File: src/rtl/bsg_idiv_iterative_share_rr.sv
// Round-robin arbiter that time-shares one iterative divider among els_p requesters.
// Optional BSG_IDIV_SHARE_ZERO_BYPASS_EN answers zero-divisor ops locally without the divider.
module bsg_idiv_iterative_share_rr #(
    parameter int unsigned width_p = 32,
    parameter int unsigned els_p   = 4
) (
    input  logic                       clk_i,
    input  logic                       reset_n_i,

    input  logic [els_p-1:0]           v_i,
    output logic [els_p-1:0]           ready_and_o,
    input  logic [els_p*width_p-1:0]   dividend_i,
    input  logic [els_p*width_p-1:0]   divisor_i,
    input  logic [els_p-1:0]           signed_div_i,

    output logic [els_p-1:0]           v_o,
    output logic [width_p-1:0]         quotient_o,
    output logic [width_p-1:0]         remainder_o,
    input  logic [els_p-1:0]           yumi_i,

    output logic                       div_v_o,
    input  logic                       div_ready_and_i,
    output logic [width_p-1:0]         div_dividend_o,
    output logic [width_p-1:0]         div_divisor_o,
    output logic                       div_signed_div_o,
    input  logic                       div_v_i,
    input  logic [width_p-1:0]         div_quotient_i,
    input  logic [width_p-1:0]         div_remainder_i,
    output logic                       div_yumi_o
);

    localparam int unsigned IdW = (els_p > 1) ? $clog2(els_p) : 1;

    typedef enum logic [1:0] {StIdle, StIssue, StBusy, StResp} state_e;

    state_e               state_q, state_d;
    logic [IdW-1:0]       ptr_q, id_q;
    logic [width_p-1:0]   dividend_q, divisor_q, quotient_q, remainder_q;
    logic                 signed_q;

    logic [IdW-1:0]       grant, ptr_next;
    logic                 found, accept, bypass;
    logic [width_p-1:0]   sel_dividend, sel_divisor;
    int unsigned          idx;

    // Rotating priority search starting at ptr_q.
    always_comb begin
        found    = 1'b0;
        grant    = '0;
        ptr_next = ptr_q;
        idx      = 0;
        for (int unsigned i = 0; i < els_p; i++) begin
            idx = (32'(ptr_q) + i) % els_p;
            if (!found && v_i[idx]) begin
                found    = 1'b1;
                grant    = IdW'(idx);
                ptr_next = IdW'((idx + 1) % els_p);
            end
        end
    end

    assign sel_dividend = dividend_i[32'(grant)*width_p +: width_p];
    assign sel_divisor  = divisor_i[32'(grant)*width_p +: width_p];
    assign accept       = (state_q == StIdle) && found;

`ifdef BSG_IDIV_SHARE_ZERO_BYPASS_EN
    assign bypass = (sel_divisor == '0);
`else
    assign bypass = 1'b0;
`endif

    always_ff @(posedge clk_i or negedge reset_n_i) begin
        if (!reset_n_i) begin
            state_q <= StIdle;
        end else begin
            state_q <= state_d;
        end
    end

    always_comb begin
        state_d = state_q;
        unique case (state_q)
            StIdle:  if (accept) state_d = bypass ? StResp : StIssue;
            StIssue: if (div_ready_and_i) state_d = StBusy;
            StBusy:  if (div_v_i) state_d = StResp;
            StResp:  if (yumi_i[id_q]) state_d = StIdle;
            default: state_d = StIdle;
        endcase
    end

    always_comb begin
        ready_and_o = '0;
        v_o         = '0;
        div_v_o     = 1'b0;
        div_yumi_o  = 1'b0;
        // Gated by reset so v_i / div_v_i cannot leak through while held in reset.
        if (reset_n_i) begin
            unique case (state_q)
                StIdle:  if (found) ready_and_o[grant] = 1'b1;
                StIssue: div_v_o = 1'b1;
                StBusy:  div_yumi_o = div_v_i;
                StResp:  v_o[id_q] = 1'b1;
                default: ;
            endcase
        end
    end

    always_ff @(posedge clk_i or negedge reset_n_i) begin
        if (!reset_n_i) begin
            ptr_q       <= '0;
            id_q        <= '0;
            dividend_q  <= '0;
            divisor_q   <= '0;
            signed_q    <= 1'b0;
            quotient_q  <= '0;
            remainder_q <= '0;
        end else if (accept) begin
            ptr_q      <= ptr_next;
            id_q       <= grant;
            dividend_q <= sel_dividend;
            divisor_q  <= sel_divisor;
            signed_q   <= signed_div_i[grant];
            if (bypass) begin
                quotient_q  <= '1;
                remainder_q <= sel_dividend;
            end
        end else if (state_q == StBusy && div_v_i) begin
            quotient_q  <= div_quotient_i;
            remainder_q <= div_remainder_i;
        end
    end

    assign quotient_o       = quotient_q;
    assign remainder_o      = remainder_q;
    assign div_dividend_o   = dividend_q;
    assign div_divisor_o    = divisor_q;
    assign div_signed_div_o = signed_q;

endmodule

File: config.mk
export PLATFORM = sky130hd
export DESIGN_NAME = bsg_idiv_iterative_share_rr
export DESIGN_NICKNAME = d
export VERILOG_FILES = /design/src/rtl/bsg_idiv_iterative_share_rr.sv
export SDC_FILE = /design/constraint.sdc
export NUM_CORES = 1
export LEC_CHECK = 0
export CAP_MARGIN = 20
export CORE_AREA = 2 2 184 186
export DETAILED_ROUTE_END_ITERATION = 8
export DIE_AREA = 0 0 186 188
export GPL_ROUTABILITY_DRIVEN = 0
export PLACE_DENSITY = 0.62
export SLEW_MARGIN = 25
export SYNTH_ARGS = -nofsm -noshare
export SYNTH_HDL_FRONTEND = slang
export SYNTH_SLANG_ARGS = --single-unit
File: constraint.sdc
create_clock -name clk_i -period 2.1 [get_ports clk_i]
set_input_delay 0.525 -clock clk_i [delete_from_list [all_inputs] [get_ports clk_i]]
set_output_delay 0.525 -clock clk_i [all_outputs]
set_load 0.05 [all_outputs]
==> impl_metrics.env <==
export IMPL_yosys_top_cells_area="dfrtp_1 48%, mux2i_1 18%, mux2_1 9.5%"
export IMPL_numCtsBuffers=17
export IMPL_reg2reg_from="ptr_q[1]$_DFFE_PN0P_"
export IMPL_rows=67
export IMPL_grt_pass1_wl_um=42400
export IMPL_async_flop_share=1.00
export IMPL_syn_inst=574
export IMPL_synth_cell_types=35
export IMPL_first_pass_iters=6
export IMPL_overflow=0
export IMPL_slew_headroom=0.530
export IMPL_seqCellArea_um2=3380
export IMPL_grt_antenna_before_repair=0
export IMPL_worst_pin_slew_ns=0.705
export IMPL_clk_latency_ns=0.42
export IMPL_path_class="reg -> out"
export IMPL_r2r_slack_ns=-0.14
export IMPL_yosysSeqAreaShare=0.477
export IMPL_setup_ws_ns=-0.320
export IMPL_pre_cts_slack_ns=-0.696
export IMPL_vias_per_cell=4.37
export IMPL_p_int_mw=10.8
export IMPL_setup_tns_final_ns=-3.46
export IMPL_peakVddDrop_v=0.000558
export IMPL_period_minus_slack_ns=2.42
export IMPL_netlist_area_um2=7090
export IMPL_cp_end_kind="output port"
export IMPL_final_setup_viol_count=46
export IMPL_ant_nets=0
export IMPL_slew_violations=0
export IMPL_clockPowerShare=0.152
export IMPL_synth_edf_count=0
export IMPL_cp_startpoint="ptr_q[0]$_DFFE_PN0P_"
export IMPL_p_leak_nw=6.17
export IMPL_yosysWarnings=0
export IMPL_cts_tree="yes"
export IMPL_cts_num_sinks=135
export IMPL_crit_chain="inv_1 -> a21oi_1 -> o32a_1 -> buf_4 -> nand2_4 -> nor3_4 -> buf_12"
export IMPL_track_usage=0.162
export IMPL_r2r_end="div_divisor_o[26]$_DFFE_PN0P_"
export IMPL_comb_power_share=0.625
export IMPL_status="finished with violations"
export IMPL_switchingPower_mw=10.2
export IMPL_synthTopCellsByCount="135 x dfrtp_1, 131 x mux2i_1, 69 x nand2_1"
export IMPL_drc=0
export IMPL_drv_cap=0
export IMPL_cp_slowest_cell="dfrtp_2"
export IMPL_clk_pin_slew_ns=0.06
export IMPL_grt_max_degree=74
export IMPL_ys_flop_type="dfrtp_1"
export IMPL_die_area_um2=35000
export IMPL_start_kind="flip-flop"
export IMPL_synth_most_common_cell="dfrtp_1"
export IMPL_synth_top_cell_area_share=0.477
export IMPL_finalHoldViolations=0
export IMPL_crit_fanout=7
export IMPL_period_share=1.15
export IMPL_ff2ff_path_depth=11
export IMPL_fmax_ghz=0.413
export IMPL_post_dp_hpwl_um=22200
export IMPL_grt_pass1_vias=7354
export IMPL_ys_seq_elements=135
export IMPL_power_frac_seq=0.223
export IMPL_placed_cells=1507
export IMPL_hp_class="in -> async"
export IMPL_wl_per_cell_um=18.6
export IMPL_fp_coreArea_um2=33100
export IMPL_start_util=0.214
export IMPL_cts_root_buffer="clkbuf_16"
export IMPL_diodes=0
export IMPL_htree_levels=4
export IMPL_vias=6815
export IMPL_drt_iter0_drc=222
export IMPL_io_pins=475
export IMPL_rsz0062_at_grt="true"
export IMPL_worstPathArrival_ns=1.90
export IMPL_die_h_um=188
export IMPL_final_cell_count_no_fill=1561
export IMPL_fillCellCount=3204
export IMPL_cts_buffer_depth=2
export IMPL_multi_input_area_um2=3580
export IMPL_cp_slowest_stage_delay_ns=0.47
export IMPL_required_ns=1.57
export IMPL_fin_nets=1441
export IMPL_netlist_top_cell_by_area="dfrtp_1"
export IMPL_wl_um=29100
export IMPL_portBuffers=474
export IMPL_syn_avg_cell_area_um2=12.3
export IMPL_power_total_mw=21.0
export IMPL_power_per_cell_area_nw_per_um2=1540
export IMPL_final_util=0.413
export IMPL_violations="negative setup slack"
export IMPL_die_width_um=186
export IMPL_finClkSkew_ns=0.0128
export IMPL_synth_fp_nets=915
export IMPL_syn2layout_area_growth_pct=92.8
export IMPL_drive_gt1_frac=0.212
export IMPL_swShare=0.484
logic make-up (layout without fill, tap and decap cells):
kind of cell    after synthesis  in the layout  share of synthesized area
mux                         197            197                      0.291
flops                       135            135                      0.477
compound gates               86             86                      0.108
simple gates                 94             94                     0.0581
buf+inv                      57            596                     0.0575
fa+ha+maj                     5              5                    0.00883
power groups by stage:
stage               registers [mW]  logic [mW]  clock network (mW)
floorplan                     8.87        4.01                   0
global placement              4.71        12.9                   0
detailed placement            4.72        13.0                   0
CTS                           4.68        13.2                3.30
global route                  4.85        13.9                3.40
finish                        4.68        13.1                3.20
critical path, delay by kind of cell (launching register included):
| family | cells | cell delay, ns |
|---|---|---|
| flip-flops | 1 | 0.47 |
| buffers and inverters | 3 | 0.38 |
| AO/OA/AOI/OAI | 2 | 0.35 |
| AND/OR/NAND/NOR | 2 | 0.27 |
layout make-up:
cell class,instances,share of cell area
clock buffer,19,0.0324
clock inverter,13,0.0125
inverter,10,0.00275
multi-input combinational,382,0.262
sequential,135,0.247
tap,448,0.0410
timing repair buffer,554,0.402
what timing repair did:
item	4_1_cts	5_1_grt
pin swaps	20	3
resized for setup	124	27
gates cloned	3	0
setup endpoints to repair	208	55
hold buffers	1	0
buffers inserted	16	3
endpoints found under the hold margin	7	0
registers in the layout, summed over array words and instances (netlist names):
signal            cells
id_q                  2
div_divisor_o        32
quotient_o           32
ptr_q                 2
div_signed_div_o      1
div_dividend_o       32
remainder_o          32
state_q               2
layer usage:
layer,track usage,part of all wire,vias up,wire (µm)
li1,-,-,3206,-
met1,0.174,0.37,3224,10700
met2,0.294,0.51,355,14900
met3,0.0484,0.095,30,2770
met4,0.0651,0.022,0,651
met5,0,0,-,0
worst max-delay path by stage:
stage	to	cells past startpoint
final	ready_and_o[3]	7
after floorplan	ready_and_o[1]	8
after global placement	ready_and_o[1]	8
after CTS	ready_and_o[1]	6
after global routing	ready_and_o[3]	7
after detailed placement	ready_and_o[1]	8
cells in the final DEF, fill, tap and decap left out, drive strengths merged, types with 12 or more instances in the layout:
cell / instances
clkbuf: 19
mux2: 65
buf: 141
nand2: 70
dlygate4sd2: 76
clkdlybuf4s50: 330
dfrtp: 135
o221ai: 66
mux2i: 131
inv: 12
through the flow:
stage	area, µm²	hold WS, ns
floorplan	7200	0.229
global placement	12600	0.360
detailed placement	12600	0.359
CTS	13600	0.0618
global route	13700	0.0839
finish	13700	0.0939
Note: power is estimated with default switching activity, not from simulation.
